**src/rtl/multi_edge_debouncer.sv**
```systemverilog
// Multi-channel front-panel input conditioner: sync, debounce, edge detect,
// hold-to-repeat and lowest-index event report.
module multi_edge_debouncer #(
    parameter int N_CH            = 4,
    parameter int SYNC_STAGES     = 2,
    parameter int DEBOUNCE_CYCLES = 16,
    parameter int REPEAT_DELAY    = 0,
    parameter int REPEAT_PERIOD   = 8,
    localparam int EW = (N_CH > 1) ? $clog2(N_CH) : 1
) (
    input  logic            clk,
    input  logic            reset,
    input  logic [N_CH-1:0] raw_in,
    input  logic [1:0]      edge_sel,
    output logic [N_CH-1:0] level_out,
    output logic [N_CH-1:0] rise_tick,
    output logic [N_CH-1:0] fall_tick,
    output logic [N_CH-1:0] rpt_tick,
    output logic [N_CH-1:0] pulse,
    output logic            evt_valid,
    output logic [EW-1:0]   evt_ch
);

    localparam int CW   = $clog2((DEBOUNCE_CYCLES > 2) ? DEBOUNCE_CYCLES : 2);
    localparam int HMAX = (REPEAT_DELAY > REPEAT_PERIOD) ? REPEAT_DELAY
                                                         : REPEAT_PERIOD;
    localparam int HW   = $clog2(HMAX + 1);

    localparam logic [CW-1:0] CNT_LAST = CW'(DEBOUNCE_CYCLES - 1);
    localparam logic [HW-1:0] H_DELAY  = HW'(REPEAT_DELAY);
    localparam logic [HW-1:0] H_PERIOD = HW'(REPEAT_PERIOD);
    localparam bit            RPT_EN   = (REPEAT_DELAY > 0);
    localparam bit            DB_ONE   = (DEBOUNCE_CYCLES == 1);

    typedef enum logic [1:0] {
        STABLE_LO,
        PEND_HI,
        STABLE_HI,
        PEND_LO
    } db_state_e;

    logic [N_CH-1:0] sync_q [SYNC_STAGES];
    logic [N_CH-1:0] sync_d [SYNC_STAGES];
    logic [N_CH-1:0] s;

    db_state_e       state_q [N_CH];
    db_state_e       state_d [N_CH];
    logic [CW-1:0]   cnt_q   [N_CH];
    logic [CW-1:0]   cnt_d   [N_CH];
    logic [N_CH-1:0] level_q, level_d;

    logic [N_CH-1:0] rise_q, rise_d;
    logic [N_CH-1:0] fall_q, fall_d;

    logic [HW-1:0]   hold_q  [N_CH];
    logic [HW-1:0]   hold_d  [N_CH];
    logic [N_CH-1:0] armed_q, armed_d;
    logic [N_CH-1:0] rpt_q, rpt_d;

    logic sel_rise, sel_fall;

    always_comb begin
        sync_d[0] = raw_in;
        for (int j = 1; j < SYNC_STAGES; j++) begin
            sync_d[j] = sync_q[j-1];
        end
    end

    assign s = sync_q[SYNC_STAGES-1];

    always_comb begin
        for (int i = 0; i < N_CH; i++) begin
            state_d[i] = state_q[i];
            cnt_d[i]   = cnt_q[i];
            level_d[i] = level_q[i];
            unique case (state_q[i])
                STABLE_LO: begin
                    cnt_d[i] = '0;
                    if (s[i]) begin
                        if (DB_ONE) begin
                            state_d[i] = STABLE_HI;
                            level_d[i] = 1'b1;
                        end else begin
                            state_d[i] = PEND_HI;
                            cnt_d[i]   = CW'(1);
                        end
                    end
                end
                PEND_HI: begin
                    if (!s[i]) begin
                        state_d[i] = STABLE_LO;
                        cnt_d[i]   = '0;
                    end else if (cnt_q[i] == CNT_LAST) begin
                        state_d[i] = STABLE_HI;
                        cnt_d[i]   = '0;
                        level_d[i] = 1'b1;
                    end else begin
                        cnt_d[i] = cnt_q[i] + CW'(1);
                    end
                end
                STABLE_HI: begin
                    cnt_d[i] = '0;
                    if (!s[i]) begin
                        if (DB_ONE) begin
                            state_d[i] = STABLE_LO;
                            level_d[i] = 1'b0;
                        end else begin
                            state_d[i] = PEND_LO;
                            cnt_d[i]   = CW'(1);
                        end
                    end
                end
                PEND_LO: begin
                    if (s[i]) begin
                        state_d[i] = STABLE_HI;
                        cnt_d[i]   = '0;
                    end else if (cnt_q[i] == CNT_LAST) begin
                        state_d[i] = STABLE_LO;
                        cnt_d[i]   = '0;
                        level_d[i] = 1'b0;
                    end else begin
                        cnt_d[i] = cnt_q[i] + CW'(1);
                    end
                end
            endcase
        end
    end

    assign rise_d = level_d & ~level_q;
    assign fall_d = ~level_d & level_q;

    // First fire counts up to the delay; afterwards the counter wraps 1..period.
    always_comb begin
        for (int i = 0; i < N_CH; i++) begin
            hold_d[i]  = '0;
            armed_d[i] = 1'b0;
            rpt_d[i]   = 1'b0;
            if (level_d[i] && level_q[i]) begin
                if (armed_q[i] ? (hold_q[i] == H_PERIOD)
                               : (hold_q[i] == H_DELAY)) begin
                    hold_d[i]  = HW'(1);
                    armed_d[i] = 1'b1;
                end else begin
                    hold_d[i]  = hold_q[i] + HW'(1);
                    armed_d[i] = armed_q[i];
                end
            end
            rpt_d[i] = RPT_EN && level_d[i] && level_q[i] &&
                       (armed_d[i] ? (hold_d[i] == H_PERIOD)
                                   : (hold_d[i] == H_DELAY));
        end
    end

    always_ff @(posedge clk or posedge reset) begin
        if (reset) begin
            for (int j = 0; j < SYNC_STAGES; j++) begin
                sync_q[j] <= '0;
            end
            for (int i = 0; i < N_CH; i++) begin
                state_q[i] <= STABLE_LO;
                cnt_q[i]   <= '0;
                hold_q[i]  <= '0;
            end
            level_q <= '0;
            rise_q  <= '0;
            fall_q  <= '0;
            armed_q <= '0;
            rpt_q   <= '0;
        end else begin
            for (int j = 0; j < SYNC_STAGES; j++) begin
                sync_q[j] <= sync_d[j];
            end
            for (int i = 0; i < N_CH; i++) begin
                state_q[i] <= state_d[i];
                cnt_q[i]   <= cnt_d[i];
                hold_q[i]  <= hold_d[i];
            end
            level_q <= level_d;
            rise_q  <= rise_d;
            fall_q  <= fall_d;
            armed_q <= armed_d;
            rpt_q   <= rpt_d;
        end
    end

    assign level_out = level_q;
    assign rise_tick = rise_q;
    assign fall_tick = fall_q;
    assign rpt_tick  = rpt_q;

    always_comb begin
        sel_rise = 1'b0;
        sel_fall = 1'b0;
        case (edge_sel)
            2'b00:   sel_rise = 1'b1;
            2'b01:   sel_fall = 1'b1;
            2'b10: begin
                sel_rise = 1'b1;
                sel_fall = 1'b1;
            end
            default: ;
        endcase
    end

    assign pulse = (rise_q & {N_CH{sel_rise}}) |
                   (fall_q & {N_CH{sel_fall}}) |
                   rpt_q;

    always_comb begin
        evt_valid = |pulse;
        evt_ch    = '0;
        for (int i = N_CH - 1; i >= 0; i--) begin
            if (pulse[i]) begin
                evt_ch = EW'(i);
            end
        end
    end

endmodule

```
**config.mk**
```make
export PLATFORM = sky130hd
export DESIGN_NAME = multi_edge_debouncer
export DESIGN_NICKNAME = d
export VERILOG_FILES = /design/src/rtl/multi_edge_debouncer.sv
export SDC_FILE = /design/constraint.sdc
export NUM_CORES = 1
export LEC_CHECK = 0
export BUFFER_PORTS_ARGS = -buffer_cell sky130_fd_sc_hd__buf_2
export CAP_MARGIN = 20
export CORE_MARGIN = 3
export CORE_UTILIZATION = 35
export DETAILED_ROUTE_END_ITERATION = 8
export GPL_ROUTABILITY_DRIVEN = 0
export HOLD_SLACK_MARGIN = 0.08
export PLACE_DENSITY_LB_ADDON = 0.3
export SLEW_MARGIN = 25
export SYNTH_ARGS = -nofsm -noshare
export SYNTH_HDL_FRONTEND = slang
export SYNTH_SLANG_ARGS = --single-unit
```
**constraint.sdc**
```tcl
create_clock -name clk -period 1.5 [get_ports clk]
set_input_delay 0.075 -clock clk [delete_from_list [all_inputs] [get_ports clk]]
set_output_delay 0.075 -clock clk [all_outputs]
set_load 0.05 [all_outputs]
```
* Word-level counts from Yosys, hierarchy flattened
Cells that the tools add are included. W data, S select, Z words.
Word-level totals: input port bits 8, logic and storage cells 148, bits in registers 44, output and inout bits 23
Cells by class: add/sub/neg operators 4, equality and inequality tests 34, bitwise logic cells 7, reduce and logical (&&, ||, !) cells 12, mux-type cells 78
Operators by type and width (number):
- $pmux W4 S4 | 4
- $mux W2 | 28
- $mux W4 | 12
- $pmux W2 S4 | 4
- $mux W1 | 26
- $ne A3 B3 Y1 const B | 8
- $eq A2 B2 Y1 const B | 9
- $add A4 B1 Y4 const B | 4
- $and A4 B4 Y4 | 4
- $eq A4 B4 Y1 const B | 4
- $ne A2 B2 Y1 const B | 8
- $reduce_and A4 Y1 | 4
- $eq A2 B1 Y1 const B | 5
- $logic_not A2 Y1 | 5
- $not A4 Y4 | 2
- $pmux W1 S2 | 4
- $or A4 B4 Y4 | 1
- $reduce_or A2 Y1 | 2
- $reduce_or A4 Y1 | 1

* Logic depth before layout (Yosys ltp)
Gate-level depths: netlist (run 1).
depth in word-level cells 9, depth in mapped cells 5, gate-level depth less buffers 5

* Least setup slack after synthesis (run 1)
No wires, ideal clock.
kind register to output, from reg rise_q[2], in the netlist rise_tick[2], to out evt_valid, data arrival time 2449 ps, required time 1425 ps, buffers on the path 0, stages on the path, launching flop included 4, setup slack -1024 ps, path through dfrtp_1 > inv_1 > o21ai_0 > or3_1
Between the ends: cells in the longest elaborated chain, start to end 3
Ends and longest elaborated chain:
- start: declaration | line 52 | logic [N_CH-1:0] rise_q, rise_d;
- start signal: assignment | line 179 | rise_q <= rise_d;
- $and A4 B4 Y4 | line 205 | assign pulse = (rise_q & {N_CH{sel_rise}}) |
- $or A4 B4 Y4 | line 205
- net pulse[2] | line 19 | output logic [N_CH-1:0] pulse,
- $reduce_or A4 Y1 | line 210 | evt_valid = |pulse;
- end: declaration | line 20 | output logic evt_valid,
The timed path passes the listed nets, and every way through them passes these cells.

* Final worst setup path (run 1)
from reg rise_q[3], in the netlist rise_tick[3], to out evt_valid
Between the ends: cells in the longest elaborated chain, start to end 3
Ends and longest elaborated chain (line):
- $and A4 B4 Y4 | 205
- $or A4 B4 Y4 | 205
- $reduce_or A4 Y1 | 210
Every way passes these cells.

==> impl_metrics.ini, run 1 <==
[route]
routed.top_layer = met4
wl_per_cell_um = 11.79
routed-wl-met3_um = 171
drt_wl_total_mm = 3.206
drt_iter0_drc = 48
via_per_inst = 4.765
vias = 1296
wl_met2_mm = 1.415
wl_met1_mm = 1.558
postRouteAntennaNets = 0
drcViolationCount = 0
firstDrtPassIters = 4

[final_layout]
diodes = 0
seq_area_sq_um = 1105
fin_area_sq_um = 2320
nFillCells = 456
multiInputGateArea_sq_um = 723.2
fin_nets = 218
syn_to_final_growth_pct = 25.78
drive_gt1_frac = 0.2537

[clocking]
cts_root_buf = clkbuf_8
clkSinkCount = 44
cts_buffers = 5
h-tree-depth = 2
clkLatencyLatePin_ps = 300
path_clk_slew_ps = 80
clock_path_buffers = 2
cts_tree = done

[pwr]
clkPwrFrac = 0.382
power_density_nw_per_um2 = 1006
swShare = 0.2350
pwr-share-comb = 0.077
p_sw_uw = 548.4
leakage_uw = 0.001127
fin_total_pwr_uw = 2333
p_int_uw = 1785
seqPwrFrac = 0.540
irDropWorstVdd_v = 0.0004816

[timing]
setup_ws_ps = -173.4
finalCritPeriodShare = 1.116
setup_viol = 2
max_freq_mhz = 597.6
rsz0062_at_grt = yes
clock_skew_ps = 5.986
drv_slew = 0
setup_tns_ps = -306.0
hold_viol_final = 0
fin_crit_ps = 1673

[run_status]
violations = setup timing
outcome = complete, but fails checks

[synth]
synth.ff_latch_count = 44
synth_area_sq_um = 1844
synth-main-ff-cell = dfrtp_1
ys_types = 36
synth_warnings = 0
synth_cells = 162
async_flop_share = 1.000
seq_area_frac_synth = 0.5970
synth_edf_count = 0
postSynthAreaPerCell_sq_um = 11.38

[global_route]
overflow = 0
grt_start_max_net_pins = 26
grt_pass1_vias = 1211
grt_pass1_wl_mm = 5.478
track_usage = 0.1131
antenna_found_initial = 0

[setup_path]
critPathMaxFanout = 2
cp-end-kind = output pin
path_class = reg2out
reg2reg_depth = 4
cp.arrival_ps = 1600
start_kind = flop
worst_ep_required_time_ps = 1420

[floorplanning]
coreArea_sq_um = 4911
die_h_um = 78.59
ios = 31
fp.dieArea_sq_um = 6176
die_w_um = 78.59
num_rows = 25
start_util = 0.3755

[min_path]
min-delay-path-class = in2async

[placed_design]
port_buffers = 26
hpwl_mm = 2.292
pre_cts_slack_ps = -84.03
placed_area_sq_um = 2126

[run]
drv_cap = 0
[cell usage in the layout, fill, tap and decap left out, types with 2 or more instances in the layout]
cell type	synthesis	routed
nand2_1	17	17
nand4_1	4	4
a311oi_1	2	2
a21oi_1	12	11
a21o_1	3	3
ha_1	6	6
dfrtp_1	44	41
and3_1	4	4
conb_1	1	4
nor2_1	6	6
nor3_1	6	6
inv_1	8	7
and4_1	3	3
nand4b_1	2	2
a21boi_0	3	3
xor2_1	4	4
clkbuf_8	0	5
and2_1	3	3
buf_2	1	22
o21ai_0	8	7
a31oi_1	2	2
dfrtp_2	0	3
xnor2_1	5	5
dlygate4sd3_1	0	5
buf_6	0	2
buf_4	4	7
[logic make-up (layout without fill, tap and decap cells)]
group           count (synthesis)  count (layout)  share of synthesized area
simple gates                   50              50                     0.1459
compound gates                 37              37                     0.1276
other cells                     1               4                   0.002033
mux                             1               1                   0.006105
xor+xnor                        9               9                    0.04274
fa+ha+maj                       6               6                    0.04070
buf+inv                        14              54                    0.03799
flops                          44              44                     0.5970
[critical path, cell delays in order (launching register included)]
cell,delay [ps]
dfrtp_2,400
o21a_1,120
or2_4,250
or3_4,370
buf_8,160
[flip-flops by register name, indices dropped and copies added, names as in the netlist, named ones only]
signal	count
cnt_q	16
fall_tick	4
level_out	4
rise_tick	4
s	4
state_q	4
sync_d	4
[per-stage QoR]
step | hold WS (ps) | std cells | utilization
after floorplan | 106.4 | 165 | -
after global placement | 57.95 | 259 | 0.4329
after detailed placement | 59.29 | 259 | 0.4329
after CTS | 273.0 | 272 | 0.4701
after global routing | 315.9 | 272 | 0.4724
final | 271.0 | 272 | 0.4724
[Yosys cell counts (2+ instances only)]
cell,count,area [sq um]
a21boi_0,3,22.52
a21o_1,3,22.52
a21oi_1,12,60.06
a311oi_1,2,17.52
a31oi_1,2,12.51
and2_1,3,18.77
and3_1,4,25.02
and4_1,3,26.28
buf_4,4,30.03
dfrtp_1,44,1101
ha_1,6,75.07
inv_1,8,30.03
nand2_1,17,63.81
nand4_1,4,25.02
nand4b_1,2,17.52
nor2_1,6,22.52
nor3_1,6,30.03
o21ai_0,8,40.04
xnor2_1,5,43.79
xor2_1,4,35.03
[timing repair]
| action | CTS | global route |
|---|---|---|
| gates resized for setup | 7 | 4 |
| endpoints found under the hold margin | 48 | 0 |
| hold buffers | 5 | 0 |
| pin swaps | 2 | 0 |
| setup endpoints to repair | 4 | 5 |
| buffers inserted | 0 | 0 |
[power groups by stage]
stage	Combinational (uW)	Clock [uW]	Sequential, uW
3_3_place_gp	172	0	1280
5_1_grt	200	962	1270
2_1_floorplan	106	0	1300
6_report	180	892	1260
3_5_place_dp	173	0	1280
4_1_cts	183	920	1260
[routing by layer]
layer / up-vias / global-route usage
met5: - / 0
met4: 0 / 0.05245
met3: 7 / 0.03899
met2: 31 / 0.1783
met1: 613 / 0.1389
li1: 645 / -
[cell type report]
type / count / area share
tap: 67 / 0.03614
timing repair buffer: 38 / 0.1165
multi-input combinational: 107 / 0.3118
inverter: 8 / 0.01295
sequential: 44 / 0.4763
clock buffer: 6 / 0.03128
clock inverter: 2 / 0.01510
[worst paths after layout]
check / end / startpoint / slack [ps]
max in group asynchronous: rise_tick[2]$_DFF_PP0_ / reset / 790
min: sync_d[3]$_DFF_PP0_ / reset / 270
max reg2reg: level_out[0]$_DFF_PP0_ / cnt_q[12]$_DFF_PP0_ / 170
max: evt_valid / rise_tick[3]$_DFF_PP0_ / -170
min in group clk: s[0]$_DFF_PP0_ / sync_d[0]$_DFF_PP0_ / 350
min reg2reg: s[0]$_DFF_PP0_ / sync_d[0]$_DFF_PP0_ / 350
(Power assumes the default switching activity.)
==> run 2: changes to the inputs <==
--- a/config.mk
+++ b/config.mk
@@ -13,6 +13,7 @@
 export GPL_ROUTABILITY_DRIVEN = 0
 export HOLD_SLACK_MARGIN = 0.08
 export PLACE_DENSITY_LB_ADDON = 0.3
+export RECOVER_POWER = 50
 export SLEW_MARGIN = 25
 export SYNTH_ARGS = -nofsm -noshare
 export SYNTH_HDL_FRONTEND = slang
==> impl_metrics.ini, run 2 (synthesis results as in run 1) <==
[run_status]
outcome = complete, but fails checks
violations = setup timing

[route]
postRouteAntennaNets = 0
drt_wl_total_mm = 3.194
via_per_inst = 4.739
firstDrtPassIters = 4
drcViolationCount = 0
drt_iter0_drc = 54
vias = 1289
wl_per_cell_um = 11.74

[final_layout]
largest_register_ffs = 16
drive_gt1_frac = 0.2488
fin_util = 0.4685
seq_area_sq_um = 1105
syn_to_final_growth_pct = 24.76
final_common_cell = dfrtp_1
fin_nets = 218
diodes = 0
final_cell_mix = 41 x dfrtp_1, 22 x buf_2, 17 x nand2_1
fin_area_sq_um = 2301
top_register = cnt_q
finalNonFillerCells = 272
nFillCells = 460
multiInputGateArea_sq_um = 723.2

[timing]
setup_tns_ps = -306.3
max_freq_mhz = 597.6
setup_ws_ps = -173.5
fin_crit_ps = 1673
relSlewSlack = 0.6006
clock_skew_ps = 4.722
finalCritPeriodShare = 1.116
hold_viol_final = 0
rsz0062_at_grt = yes
timing_worst_slew_pin_value_ps = 599.1
setup_viol = 2
drv_slew = 0

[setup_path]
reg2reg_depth = 4
cp-end-kind = output pin
start_kind = flop
critPathMaxFanout = 2
slowest_delay_ps = 400
slowest_stage = dfrtp_2
path_class = reg2out
cp.arrival_ps = 1600
worst_ep_required_time_ps = 1420
path_cells = o21a_1, or2_4, or3_4, buf_8

[placed_design]
port_buffers = 26
hpwl_mm = 2.292
pre_cts_slack_ps = -84.03
placed_area_sq_um = 2126
dp_cells = 259

[global_route]
antenna_found_initial = 0
grt_util_met3 = 0.03899
met1_usage = 0.1389
overflow = 0
grt_pass1_wl_mm = 5.478
grt_pass1_vias = 1211
grt_start_max_net_pins = 26
busiest_layer = met2
track_usage = 0.1131
gr-usage-met2 = 0.1783

[clocking]
h-tree-depth = 2
cts_tree = done
cts_buffers = 5
clkLatencyLatePin_ps = 300
cts_root_buf = clkbuf_8
clkSinkCount = 44
cts_setup_buffers = 0
clock_path_buffers = 2
path_clk_slew_ps = 80

[floorplanning]
ios = 31
coreArea_sq_um = 4911
fp.dieArea_sq_um = 6176
die_w_um = 78.59
num_rows = 25
start_util = 0.3755
die_h_um = 78.59

[pwr]
irDropWorstVdd_v = 0.0004816
leakage_uw = 0.001118
power_density_nw_per_um2 = 1010

[run]
drv_cap = 0

[min_path]
min-delay-path-class = in2async
## run 2: changes by cell type in the layout (fill, tap and decap cells not counted)
cell / change
buf_12: -1
buf_4: -1
clkbuf_1: +1
clkbuf_2: +1
## run 2: path summary, 6_finish.rpt
kind,startpoint,to,slack (ps)
max,rise_tick[3]$_DFF_PP0_,evt_valid,-170
min,reset,sync_d[3]$_DFF_PP0_,250
max reg2reg,cnt_q[12]$_DFF_PP0_,level_out[0]$_DFF_PP0_,170
min reg2reg,sync_d[0]$_DFF_PP0_,s[0]$_DFF_PP0_,350
max in group asynchronous,reset,asynchronous set/reset pin,370
min in group clk,sync_d[0]$_DFF_PP0_,s[0]$_DFF_PP0_,350
## run 2: worst max-delay path: cells and delay by family (launching register included)
family	cells	cell delay (ps)
AO/OA/AOI/OAI	1	120
buffers and inverters	1	160
flip-flops	1	400
AND/OR/NAND/NOR	2	620
## run 2: power by group
group	total [uW]	internal [uW]	switching [uW]	leakage, uW
logic	174	62.4	111	0.000494
registers	1260	1220	38.3	0.000568
clock network	890	494	396	0.0000552
## run 2: through the flow
stage	power, uW	hold slack (ps)
6_report	2325	252.9
5_1_grt	2424	297.9
4_1_cts	2364	273.0
3_5_place_dp	1457	59.29
3_3_place_gp	1456	57.95
2_1_floorplan	1407	106.4
## run 2: routing by layer
metal  part of all wire  vias to the layer above
met1               0.48                      610
met4              0.019                        0
met3              0.052                        7
met2               0.44                       27
li1                   -                      645
met5                  0                        -
## run 2: repair_timing
| item | in CTS | in global routing |
|---|---|---|
| pin swaps | 2 | 0 |
| gates resized for setup | 7 | 4 |
| endpoints found under the hold margin | 48 | 0 |
| hold buffers | 5 | 0 |
| endpoints found under the setup margin | 4 | 5 |
## run 2: final cells by class
cell class,count,area share
Inverter,8,0.01305
Multi-Input combinational cell,107,0.3143
Tap cell,67,0.03643
Timing Repair Buffer,38,0.1093
Clock inverter,2,0.01523
Clock buffer,6,0.03154
Sequential cell,44,0.4802
